## src/rtl/shift_pkg.sv

```systemverilog
// Shared types for the sequential shift unit: shift modes and FSM states.
package shift_pkg;

  typedef enum logic [1:0] {
    SH_SLL = 2'b00,
    SH_SRL = 2'b01,
    SH_SRA = 2'b10,
    SH_ROR = 2'b11
  } shift_mode_t;

  typedef enum logic [1:0] {
    IDLE  = 2'd0,
    SHIFT = 2'd1,
    DONE  = 2'd2
  } shift_state_t;

endpackage

```

## src/rtl/shift_amt_sel.sv

```systemverilog
// Combinational NUM_SRC-way selector of AMT_W-bit amount fields; an
// out-of-range select yields zero.
module shift_amt_sel #(
  parameter int NUM_SRC = 4,
  parameter int SEL_W   = 2,
  parameter int AMT_W   = 5
) (
  input  logic [SEL_W-1:0]         sel,
  input  logic [NUM_SRC*AMT_W-1:0] srcs,
  output logic [AMT_W-1:0]         amt
);

  // Pad the table to the full selector range so unused codes read as zero.
  logic [AMT_W-1:0] src_arr [2**SEL_W];

  generate
    for (genvar gi = 0; gi < 2**SEL_W; gi++) begin : g_src
      if (gi < NUM_SRC) begin : g_used
        assign src_arr[gi] = srcs[gi*AMT_W +: AMT_W];
      end else begin : g_unused
        assign src_arr[gi] = '0;
      end
    end
  endgenerate

  assign amt = src_arr[sel];

endmodule

```

## src/rtl/shift_amt_seq.sv

```systemverilog
// Sequential shift unit: selects a shift amount, then shifts one bit per
// cycle in SLL/SRL/SRA/ROR mode, with a start/busy/done handshake.
module shift_amt_seq
  import shift_pkg::*;
#(
  parameter int DATA_W  = 32,
  parameter int NUM_SRC = 4,
  parameter int SEL_W   = 2,
  localparam int AMT_W  = $clog2(DATA_W)
) (
  input  logic                     clk,
  input  logic                     reset,
  input  logic                     start,
  input  logic [SEL_W-1:0]         seletor,
  input  logic [NUM_SRC*AMT_W-1:0] amt_srcs,
  input  logic [1:0]               mode,
  input  logic [DATA_W-1:0]        data_in,
  output logic [DATA_W-1:0]        data_out,
  output logic [AMT_W-1:0]         amt_latched,
  output logic                     busy,
  output logic                     done
);

  shift_state_t      state_reg, state_next;
  shift_mode_t       mode_reg, mode_next;
  logic [DATA_W-1:0] data_reg, data_next;
  logic [AMT_W-1:0]  amt_reg, amt_next;
  logic [AMT_W-1:0]  cnt_reg, cnt_next;
  logic [AMT_W-1:0]  sel_amt;
  logic [DATA_W-1:0] step_data;

  shift_amt_sel #(
    .NUM_SRC (NUM_SRC),
    .SEL_W   (SEL_W),
    .AMT_W   (AMT_W)
  ) u_amt_sel (
    .sel  (seletor),
    .srcs (amt_srcs),
    .amt  (sel_amt)
  );

  always_comb begin
    step_data = data_reg;
    case (mode_reg)
      SH_SLL: step_data = {data_reg[DATA_W-2:0], 1'b0};
      SH_SRL: step_data = {1'b0, data_reg[DATA_W-1:1]};
      SH_SRA: step_data = {data_reg[DATA_W-1], data_reg[DATA_W-1:1]};
      SH_ROR: step_data = {data_reg[0], data_reg[DATA_W-1:1]};
      default: step_data = data_reg;
    endcase
  end

  always_comb begin
    state_next = state_reg;
    mode_next  = mode_reg;
    data_next  = data_reg;
    amt_next   = amt_reg;
    cnt_next   = cnt_reg;
    case (state_reg)
      IDLE: begin
        if (start) begin
          data_next  = data_in;
          mode_next  = shift_mode_t'(mode);
          amt_next   = sel_amt;
          cnt_next   = sel_amt;
          state_next = (sel_amt != '0) ? SHIFT : DONE;
        end
      end
      SHIFT: begin
        data_next = step_data;
        cnt_next  = cnt_reg - AMT_W'(1);
        if (cnt_reg == AMT_W'(1)) begin
          state_next = DONE;
        end
      end
      DONE:    state_next = IDLE;
      default: state_next = IDLE;
    endcase
  end

  always_ff @(posedge clk) begin
    if (reset) begin
      state_reg <= IDLE;
      mode_reg  <= SH_SLL;
      data_reg  <= '0;
      amt_reg   <= '0;
      cnt_reg   <= '0;
    end else begin
      state_reg <= state_next;
      mode_reg  <= mode_next;
      data_reg  <= data_next;
      amt_reg   <= amt_next;
      cnt_reg   <= cnt_next;
    end
  end

  assign data_out    = data_reg;
  assign amt_latched = amt_reg;
  assign busy        = (state_reg == SHIFT);
  assign done        = (state_reg == DONE);

endmodule
```

## config.mk

```make
export PLATFORM = sky130hd
export DESIGN_NAME = shift_amt_seq
export DESIGN_NICKNAME = d
export VERILOG_FILES = /design/src/rtl/shift_pkg.sv /design/src/rtl/shift_amt_sel.sv /design/src/rtl/shift_amt_seq.sv
export SDC_FILE = /design/constraint.sdc
export NUM_CORES = 1
export LEC_CHECK = 0
export ABC_CLOCK_PERIOD_IN_PS = 2500
export CAP_MARGIN = 20
export CORE_ASPECT_RATIO = 1.2
export CORE_MARGIN = 3
export CORE_UTILIZATION = 32
export DETAILED_ROUTE_END_ITERATION = 8
export PLACE_DENSITY = 0.61
export SYNTH_ARGS = -nofsm -noshare
export SYNTH_HDL_FRONTEND = slang
export SYNTH_HIERARCHICAL = 1
export SYNTH_SLANG_ARGS = --single-unit
```

## constraint.sdc

```tcl
create_clock -name clk -period 2.5 [get_ports clk]
set_input_delay 0.5 -clock clk [delete_from_list [all_inputs] [get_ports clk]]
set_output_delay 0.5 -clock clk [all_outputs]
set_load 0.01 [all_outputs]
```

# After elaboration in Yosys (flattened, before gate mapping)
# Index checks and enable logic that the tools add are counted.
# word_totals
reg_bits	46
inputBits	59
output_inout_bits	39
elab_cells	38
# classes
addsub	1
order_cmp	1
n_eq_ne	9
mux	12
bitwise	1
n_reduce_logical	8
# ops
cell	n
32-bit one-hot mux with 4 select lines	1
32-bit one-hot mux with 2 select lines	1
32-bit two-way mux	1
5-bit two-way mux	3
5-bit binary-select mux with 2-bit select	1
5-bit one-hot mux with 2 select lines	1
2-bit == test (second input constant)	3
2-bit two-way mux	3
2-bit AND reduction	3
5-bit by 1-bit == test with 1-bit output (second input constant)	1
5-bit nonzero test	1
5-bit by 1-bit subtractor with 5-bit output (second input constant)	1
2-bit by 1-bit == test with 1-bit output (second input constant)	2
2-bit zero test	2
2-bit inequality test (second input constant)	2
2-bit one-hot mux with 2 select lines	1
3-bit >= comparator (second input constant)	1
2-bit NOT with 3-bit output	1
3-bit AND reduction	1
2-bit by 1-bit inequality test with 1-bit output (second input constant)	1
2-bit nonzero test	1

# Depth between registers and ports, before layout
# logic_depth
depth_word	8
depth_mapped	6
depth_no_buf	5

# Modules after synthesis
# Netlist, hierarchy kept.
# modules_own_cells
module	instances	cells_each	area_each_um2
shift_amt_seq	1	308	2807.7
shift_amt_sel	1	6	123.9

# Worst setup path after synthesis
# No wires, ideal clock.
# synth_path
kind	input-to-reg
startpoint	input seletor[0]
endpoint	register state_reg[0]
setup_ns	0.133
arrival_ns	1.868
required_time_ns	2.367
path_slack_ns	0.499
path_stages	5
n_path_buf	1
path_cell_list	buf_6 > mux4_2 > or4_1 > o21ai_0 > a21oi_1
# synth_between
elab_chain_len	8
# synth_lines
item	line	text
start, declared	shift_amt_seq.sv:14	input logic [SEL_W-1:0] seletor,
2-bit NOT with 3-bit output (implied by the code)	shift_amt_sel.sv:26	assign amt = src_arr[sel];
5-bit binary-select mux with 2-bit select	shift_amt_sel.sv:26	
5-bit two-way mux (implied by the code) (2 in a row)	shift_amt_sel.sv:26	
net sel_amt[0]	shift_amt_seq.sv:29	logic [AMT_W-1:0] sel_amt;
5-bit nonzero test	shift_amt_seq.sv:66	state_next = (sel_amt != '0) ? SHIFT : DONE;
2-bit two-way mux	shift_amt_seq.sv:66	
2-bit two-way mux	shift_amt_seq.sv:61	if (start) begin
2-bit one-hot mux with 2 select lines	shift_amt_seq.sv:59	case (state_reg)
end signal, assigned	shift_amt_seq.sv:89	state_reg <= state_next;
end, declared	shift_amt_seq.sv:24	shift_state_t state_reg, state_next;
# The timed path passes the listed nets, and every way through them passes these cells. The select of a mux whose other input is x is not followed.
# A chain may end at the register's enable or synchronous reset.

# Final worst setup path
# Ends and elaborated chain as after synthesis.

==> reports/results.ini <==
[run_status]
run_status=finished, final reports clean

[critical_path]
max_stage_delay_ps=550
critPathSlowestCell=or4_1
critPathRequiredTime_ps=2680
end_kind=register
critPathKind=in -> reg
path_cells=clkdlybuf4s50_1, buf_4, mux4_2, or4_1, o21ai_0, a21oi_1
crit_fanout=5
arrival_ps=2430
cp-start-kind=input pin

[synthesis]
avgSynthCellArea_um2=9.34
synth_ff_type=dfxtp_1
syn_inst=314
synth.top_cell.area_share_pct=31.4
synth_area_leader_cell=dfxtp_1
yosysMostFrequentCell=dfxtp_1
synth_seq_cells=46
synth_area_um2=2930
synth.distinct_cells=34
synthTopCellsByArea=dfxtp_1 31%, o32ai_2 17%, o311a_1 11%
synth_edf_count=0
synth_common_cells=46 x dfxtp_1, 42 x nor2_1, 35 x inv_1
syn_nets=375
yosysWarnings=6
ys_seq_area_share_pct=31.4
synth-async-reset-ratio_pct=0

[timing]
setup_viol=0
fmax_ghz=0.444
hold_violations=0
setup-tns-final_ps=0
period_share_pct=90.0
rsz0062_at_grt=false
layout_min_cycle_time_ps=2250
slew_headroom_pct=30.3
skew_ps=5.73
fin_ws_ps=249
tightest_slew_ps=1050
slew_violations=0

[placement]
pre_cts_ws_ps=-60.7
numPortBuffers=97
hpwl_um=5430
place_congestion=0.789
placed_cell_area_um2=3970

[die]
dieArea_um2=10400
io_pins=98
core_area_um2=8750
die_x_um=93.4
start_util_pct=33.5
die_h_um=111
rows=37

[global_route]
globalRouteTotalUtil_pct=14.4
overflow=0
antenna_found_initial=0
grt_pass1_wl_um=12400
grt_max_degree=68
grt_pass1_vias=2615

[layout]
drive_gt1_share_pct=15.9
fin_nets=456
fill_cells=830
insertedDiodeCount=0
final_util_pct=46.4
fin_area_um2=4060
largest_register_ffs=32
area_growth_pct=38.5

[clock_tree]
cts_max_level=2
cts_setup_buffers=0
clkSinkCount=46
hold_buffers=0
path_clk_slew_ps=80
cts_tree=built
root_buffer=clkbuf_8
cts_resized=0
clockBufferDepth=2
worstSkewPairLatency_ps=300
cts-buffers-inserted=5

[detailed_routing]
detail_route.wl_per_cell_um=15.1
wl_um=7760
drt-pass1-iter-count=4
vias_per_cell=5.33
drc=0
dr_total_vias=2733
drtIter0Drc=107
drtAntennaViolNets=0

[flow_run]
cap_violations=0

[pwr]
peakVddDrop_mv=0.223
leakagePower_nw=1.45
p_per_area_nw_per_um2=559

[worst_hold_path]
min_path_type=reg -> reg

==> path summary, 6_finish.rpt <==
path / slack (ps) / cells past startpoint / start / endpoint
worst max-delay path: 250 / 6 / seletor[0] / state_reg[0]
worst max register to register: 680 / 4 / state_reg[0] / data_out[21]
worst min-delay path: 500 / 2 / amt_latched[2] / amt_latched[2]
worst min register to register: 500 / 2 / amt_latched[2] / amt_latched[2]
==> per-layer routing <==
metal	wire length, µm	up-vias	track usage, %
met5	0	-	0
met4	97	0	3.62
met3	426	9	2.85
met2	3780	77	24.6
met1	3450	1303	18.3
li1	-	1344	-
==> layout make-up <==
class                           count  area (µm²)  share of cell area (%)
Tap cell                          117         146                    3.60
Inverter                           35         131                    3.23
Multi-Input combinational cell    196        1680                    41.4
Clock buffer                        7        86.3                    2.13
Clock inverter                      1        5.00                   0.123
Sequential cell                    46         923                    22.7
Timing Repair Buffer              111        1090                    26.8
==> power by group <==
group / internal, mW / total [mW] / switching, mW
clock network: 0.224 / 0.486 / 0.262
logic: 0.473 / 0.839 / 0.365
registers: 0.828 / 0.946 / 0.118
==> worst max-delay path, delay by kind of cell <==
family / cells / cell delay [ps]
compound gates: 2 / 270
mux: 1 / 510
buf+inv: 2 / 600
simple gates: 1 / 550
==> per-stage QoR <==
stage	power, mW	std cells	hold slack (ps)
after global routing	2.40	513	530
after global placement	1.80	505	477
final	2.27	513	503
after CTS	2.30	513	507
after detailed placement	1.81	505	485
after floorplan	1.46	314	521
==> logic make-up (layout without fill, tap and decap cells) <==
kind of cell / Yosys count / in the layout / synth area share (%)
AO/OA/AOI/OAI: 116 / 116 / 38.7
adder cells (fa/ha/maj): 2 / 2 / 0.853
buffers and inverters: 72 / 154 / 11.8
flip-flops: 46 / 46 / 31.4
multiplexers: 13 / 13 / 6.57
AND/OR/NAND/NOR: 65 / 65 / 10.7
==> placed cells by master (no fill, tap or decap), types with 3 or more instances in the layout <==
master           count
a21oi_1              5
a221oi_1             5
and3b_1              3
buf_4               13
clkbuf_8             6
clkdlybuf4s50_1     97
dfxtp_1             44
inv_1               35
mux2i_1              8
mux4_2               5
nor2_1              42
nor3b_1              5
o21ai_0             34
o311a_1             31
o32ai_2             30
No activity file was read; power rests on OpenSTA's default activity.
